[src/rtl/inst_rbus_responder_pkg.sv]
// Shared definitions for the instruction read-bus responder:
// cache block size, derived block word count and FSM state encoding.
package inst_rbus_responder_pkg;

  localparam int CACHE_BLK_SIZE = 128;
  localparam int BLK_WORDS_DEF = CACHE_BLK_SIZE / 32;

  typedef enum logic [1:0] {
    IDLE  = 2'd0,
    WAIT  = 2'd1,
    FETCH = 2'd2,
    RESP  = 2'd3
  } rbus_state_e;

endpackage

[src/rtl/inst_rbus_responder.sv]
// Instruction read-bus responder: accepts one-cycle block reads,
// fetches BLK_WORDS words from a sync word RAM, returns the block.
// Ports: cpu_clk/cpu_rst (async, active-high), cpu_ren/cpu_raddr
// request; dev_rrdy/dev_rvalid/dev_rdata response; mem_en/mem_addr/
// mem_rdata instruction RAM (data valid one cycle after mem_en).
module inst_rbus_responder
  import inst_rbus_responder_pkg::*;
#(
  parameter int BLK_WORDS   = BLK_WORDS_DEF,
  parameter int ADDR_W      = 14,
  parameter int WAIT_CYCLES = 0,
  parameter int ALIGN_BLK   = 1
) (
  input  logic                    cpu_clk,
  input  logic                    cpu_rst,
  input  logic [3:0]              cpu_ren,
  input  logic [31:0]             cpu_raddr,
  output logic                    dev_rrdy,
  output logic                    dev_rvalid,
  output logic [BLK_WORDS*32-1:0] dev_rdata,
  output logic                    mem_en,
  output logic [ADDR_W-1:0]       mem_addr,
  input  logic [31:0]             mem_rdata
);

  localparam int CNT_W =
    (BLK_WORDS > 1) ? $clog2(BLK_WORDS) : 1;
  localparam int WC_W =
    (WAIT_CYCLES > 0) ? $clog2(WAIT_CYCLES + 1) : 1;
  localparam logic [CNT_W-1:0] LAST =
    CNT_W'(BLK_WORDS - 1);
  localparam logic [ADDR_W-1:0] AMASK =
    (ALIGN_BLK != 0) ? ~ADDR_W'(BLK_WORDS - 1) : '1;

  rbus_state_e        state;
  logic [ADDR_W-1:0]  base;
  logic [CNT_W-1:0]   issue_cnt;
  logic [CNT_W-1:0]   cap_cnt;
  logic [WC_W-1:0]    wait_cnt;
  logic               rd_vld;
  logic [31:0]        line_buf [BLK_WORDS];

  logic [ADDR_W-1:0]  req_base;
  logic               accept;
  logic               unused_addr;

  assign req_base = cpu_raddr[ADDR_W+1:2] & AMASK;
  assign accept = dev_rrdy && (cpu_ren != 4'h0);
  assign unused_addr =
    ^{cpu_raddr[31:ADDR_W+2], cpu_raddr[1:0]};

  always_ff @(posedge cpu_clk or posedge cpu_rst) begin
    if (cpu_rst) begin
      state      <= IDLE;
      base       <= '0;
      issue_cnt  <= '0;
      cap_cnt    <= '0;
      wait_cnt   <= '0;
      rd_vld     <= 1'b0;
      dev_rrdy   <= 1'b0;
      dev_rvalid <= 1'b0;
      dev_rdata  <= '0;
      mem_en     <= 1'b0;
      mem_addr   <= '0;
      for (int i = 0; i < BLK_WORDS; i++)
        line_buf[i] <= '0;
    end else begin
      // RAM returns data the cycle after it samples mem_en
      rd_vld     <= mem_en;
      dev_rvalid <= 1'b0;
      unique case (state)
        IDLE: begin
          if (accept) begin
            base     <= req_base;
            dev_rrdy <= 1'b0;
            if (WAIT_CYCLES > 0) begin
              state    <= WAIT;
              wait_cnt <= WC_W'(WAIT_CYCLES);
            end else begin
              state     <= FETCH;
              mem_en    <= 1'b1;
              mem_addr  <= req_base;
              issue_cnt <= '0;
              cap_cnt   <= '0;
            end
          end else begin
            dev_rrdy <= 1'b1;
          end
        end
        WAIT: begin
          if (wait_cnt <= WC_W'(1)) begin
            wait_cnt  <= '0;
            state     <= FETCH;
            mem_en    <= 1'b1;
            mem_addr  <= base;
            issue_cnt <= '0;
            cap_cnt   <= '0;
          end else begin
            wait_cnt <= wait_cnt - 1'b1;
          end
        end
        FETCH: begin
          if (mem_en) begin
            if (issue_cnt == LAST) begin
              mem_en <= 1'b0;
            end else begin
              issue_cnt <= issue_cnt + 1'b1;
              mem_addr  <= mem_addr + 1'b1;
            end
          end
          if (rd_vld) begin
            if (cap_cnt == LAST) begin
              // publish whole block at once; last word
              // comes straight from the RAM
              for (int i = 0; i < BLK_WORDS; i++)
                dev_rdata[i*32 +: 32] <=
                  (i == BLK_WORDS - 1) ?
                  mem_rdata : line_buf[i];
              state      <= RESP;
              dev_rvalid <= 1'b1;
            end else begin
              line_buf[cap_cnt] <= mem_rdata;
              cap_cnt <= cap_cnt + 1'b1;
            end
          end
        end
        RESP: begin
          state    <= IDLE;
          dev_rrdy <= 1'b1;
        end
        default: state <= IDLE;
      endcase
    end
  end

endmodule

[config.mk]
export PLATFORM = sky130hd
export DESIGN_NAME = inst_rbus_responder
export DESIGN_NICKNAME = d
export VERILOG_FILES = /design/src/rtl/inst_rbus_responder_pkg.sv /design/src/rtl/inst_rbus_responder.sv
export SDC_FILE = /design/constraint.sdc
export NUM_CORES = 1
export LEC_CHECK = 0
export BUFFER_PORTS_ARGS = -buffer_cell sky130_fd_sc_hd__buf_2
export CELL_PAD_IN_SITES_DETAIL_PLACEMENT = 0
export CELL_PAD_IN_SITES_GLOBAL_PLACEMENT = 1
export CORE_MARGIN = 1
export CORE_UTILIZATION = 45
export DETAILED_ROUTE_END_ITERATION = 7
export PLACE_DENSITY = 0.91
export REMOVE_ABC_BUFFERS = 1
export SETUP_SLACK_MARGIN = 0.3
export SLEW_MARGIN = 20
export SYNTH_ARGS = -nofsm -noshare
export SYNTH_HDL_FRONTEND = slang
export SYNTH_SLANG_ARGS = --single-unit
[constraint.sdc]
create_clock -name cpu_clk -period 8.6 [get_ports cpu_clk]
set_clock_uncertainty 0.2 [all_clocks]
set_input_delay 0 -clock cpu_clk [delete_from_list [all_inputs] [get_ports cpu_clk]]
set_output_delay 0 -clock cpu_clk [all_outputs]
set_load 0.02 [all_outputs]
==> flow_summary.toml <==
[run_status]
status = "complete, no violations"

[drt]
vias_per_cell = 5.20
wl_per_cell_um = 17.1
drtAntennaViolNets = 0
drt_pass1_iterations = 5
vias = 6460
wirelength_um = 21200
drtIter0Drc = 277
drc = 0

[power]
p_leak_nw = 5.96
p_switching_mw = 2.02
p_sw_share_pct = 36.0
p_clk_share_pct = 23.3
powerDensity_nw_per_um2 = 428
p_seq_share_pct = 39.3
intPower_mw = 3.60
comb_power_share_pct = 37.4
peakVddDrop_mv = 0.263

[placement]
gp_congestion = 0.797
io_buffers = 194
pre_cts_ws_ns = 5.19
post-dp-hpwl_um = 12800

[clock_tree]
clock_sinks = 260
clk_latency_ns = 0.52
clk_pin_slew_ns = 0.06
cts_resized = 0
htree_levels = 1
clockRootBuffer = "clkbuf_16"
cts_buffers = 28
post_cts_buffers = 0
hold_buffers = 48
clock_path_buffers = 3
tritoncts = "yes"

[sta]
maxSlewViolCount = 0
tns_ns = 0
period_minus_slack_ns = 3.38
hold_viol_final = 0
rsz0062_at_grt = "false"
setup_viol = 0
relSlewSlack_pct = 28.5
layout_setup_ws_ns = 5.22
fin_crit_sh_pct = 39.3
max_freq_mhz = 296
tightest_slew_ns = 1.07

[die]
start_util_pct = 45.9
rows = 55
ios = 215
dieArea_um2 = 23700
fp.dieW_um = 154
die_h_um = 154
coreArea_um2 = 22600

[logic_synthesis]
synth_xor_area_share_pct = 0.253
ys.flop_type = "dfrtp_1"
async_reset_ff_share_pct = 100
synth.top_cells.by_area = "dfrtp_1, mux2_1, mux2_2"
netlist_instances = 693
ys_warn_count = 0
synth_top_area_share_pct = 62.7
synth_area_leader_cell = "dfrtp_1"
synth-edff-count = 0
synth_area_per_cell_um2 = 15.0
synth_top_family_by_area = "multiplexers"
yosysSeqAreaShare_pct = 62.7
synth_fa_ha_area_share_pct = 1.33
ys_seq_elements = 260
syn_area_um2 = 10400
synthMuxAreaShare_pct = 25.6
synth_compound_area_share_pct = 4.19
synth_cell_types = 51
yosys.area_share.simple_pct = 3.77

[cells_and_area]
final_common_cell = "dfrtp_1"
nets = 1016
diodes = 0
layout_common_cells = "dfrtp_1, buf_2, mux2_1, mux2_2, dlygate4sd3_1"
drive_gt1_share_pct = 36.1
fillCellCount = 1739
area_growth_pct = 26.3

[worst_setup_path]
crit_path_end_kind = "flop"
crit_path_start_kind = "flop"
critPathArrivalTime_ns = 3.58
r2r.worst_path.cells = 7
rrSetupSlack_ns = 5.22
critPathSlowestCell = "nand3_4"
crit_family = "buffers and inverters"
crit_type = "flop to flop"
crit_fanout = 64
rr_startpoint = "state[0]"
crit_required_ns = 8.80
slowest_delay_ns = 0.74
r2r-end = "dev_rdata[31]"
path_buf_inv = 4
crit_path_cell_trace = "inv_1 > ha_1 > buf_4 > nand3_4 > buf_4 > inv_1 > mux2_2"

[hold_path]
hold_depth = 3
hold_end = "base[4]"
hold_path.class = "input port to flop"
holdCritStartpoint = "cpu_raddr[6]"

[global_routing]
grt_pass1_wl_um = 34500
grt_pass1_vias = 6560
track_usage_pct = 18.1
grt_max_degree = 109
grt_overflow = 0
antenna_found_initial = 0

[job]
maxCapViolCount = 0
final cells by class:
class,count,area [um^2],area share (%)
clock buffer,37,796,6.07
clock inverter,15,239,1.82
inverter,11,48.8,0.372
multi-input combinational,387,3660,27.9
sequential,260,6510,49.6
tap,285,357,2.72
timing repair buffer,247,1510,11.5
per-layer routing:
layer | up-vias | GRT usage (%) | wire, um
met5 | - | 0 | 0
met1 | 3271 | 24.4 | 9620
met4 | 0 | 3.86 | 281
li1 | 2973 | - | -
met3 | 24 | 4.31 | 1360
met2 | 192 | 29.8 | 9940
worst reg2reg max path, stage by stage, from the launching register on:
cell     delay [ns]
dfrtp_1        0.43
inv_1          0.10
ha_1           0.14
buf_4          0.28
nand3_4        0.74
buf_4          0.73
inv_1          0.27
mux2_2         0.36
logic make-up (layout without fill, tap and decap cells):
group / Yosys count / count (layout)
simple gates: 76 / 76
mux: 236 / 236
flops: 260 / 260
xor+xnor: 3 / 3
buf+inv: 46 / 310
fa+ha+maj: 11 / 11
compound gates: 61 / 61
worst max-delay path by stage:
stage	start	endpoint	slack, ns	cells after the start
CTS	state[0]	dev_rdata[31]	5.17	7
floorplan	cpu_rst	base[10]	1.24	1
global route	state[0]	dev_rdata[31]	4.94	7
global placement	state[0]	dev_rdata[127]	5.20	7
detailed placement	state[0]	dev_rdata[31]	5.19	7
finish	state[0]	dev_rdata[31]	5.22	7
power by group through the flow:
| stage | registers [mW] | clock network (mW) | logic (mW) |
|---|---|---|---|
| after floorplan | 2.59 | 0 | 1.04 |
| after global placement | 2.19 | 0 | 2.05 |
| after detailed placement | 2.23 | 0 | 2.10 |
| after CTS | 2.21 | 1.34 | 2.13 |
| after global routing | 2.29 | 1.39 | 2.28 |
| final | 2.21 | 1.31 | 2.10 |
through the flow:
step	hold slack, ns	area [um^2]	util (%)	std cells	power (mW)
detailed placement	0.00999	11600	51.1	1141	4.32
finish	0.0318	13100	57.9	1242	5.62
global route	0.0394	13100	57.9	1242	5.96
CTS	0.00773	13100	57.8	1241	5.67
global placement	0.00417	11600	51.1	1141	4.24
floorplan	-0.0683	10200	-	658	3.62
cells in the mapped netlist, types with 2 or more instances:
cell / count
o21ai_1: 11
and3_1: 4
a221oi_1: 4
nor4_1: 5
dfrtp_1: 260
mux2_2: 88
o21ai_0: 16
ha_1: 11
a211oi_1: 3
clkbuf_1: 6
a21oi_1: 4
nor2_1: 6
a211oi_2: 2
a21boi_0: 3
nand2b_1: 4
buf_2: 26
nand2_1: 24
o2bb2ai_1: 2
nand4_1: 2
xnor2_1: 2
nand2_2: 3
mux2_1: 147
and2_1: 5
o22ai_1: 2
buf_6: 3
inv_1: 10
a221o_1: 2
nand3_1: 8
nor3_1: 8
flip-flops by register name (all words and copies together), names as in the netlist:
register and count:
base 12, cap_cnt 2, dev_rdata 128, dev_rrdy 1, dev_rvalid 1, issue_cnt 2, line_buf 96, mem_addr 14
mem_en 1, rd_vld 1, state 2
No activity file was read; power rests on OpenSTA's default activity.
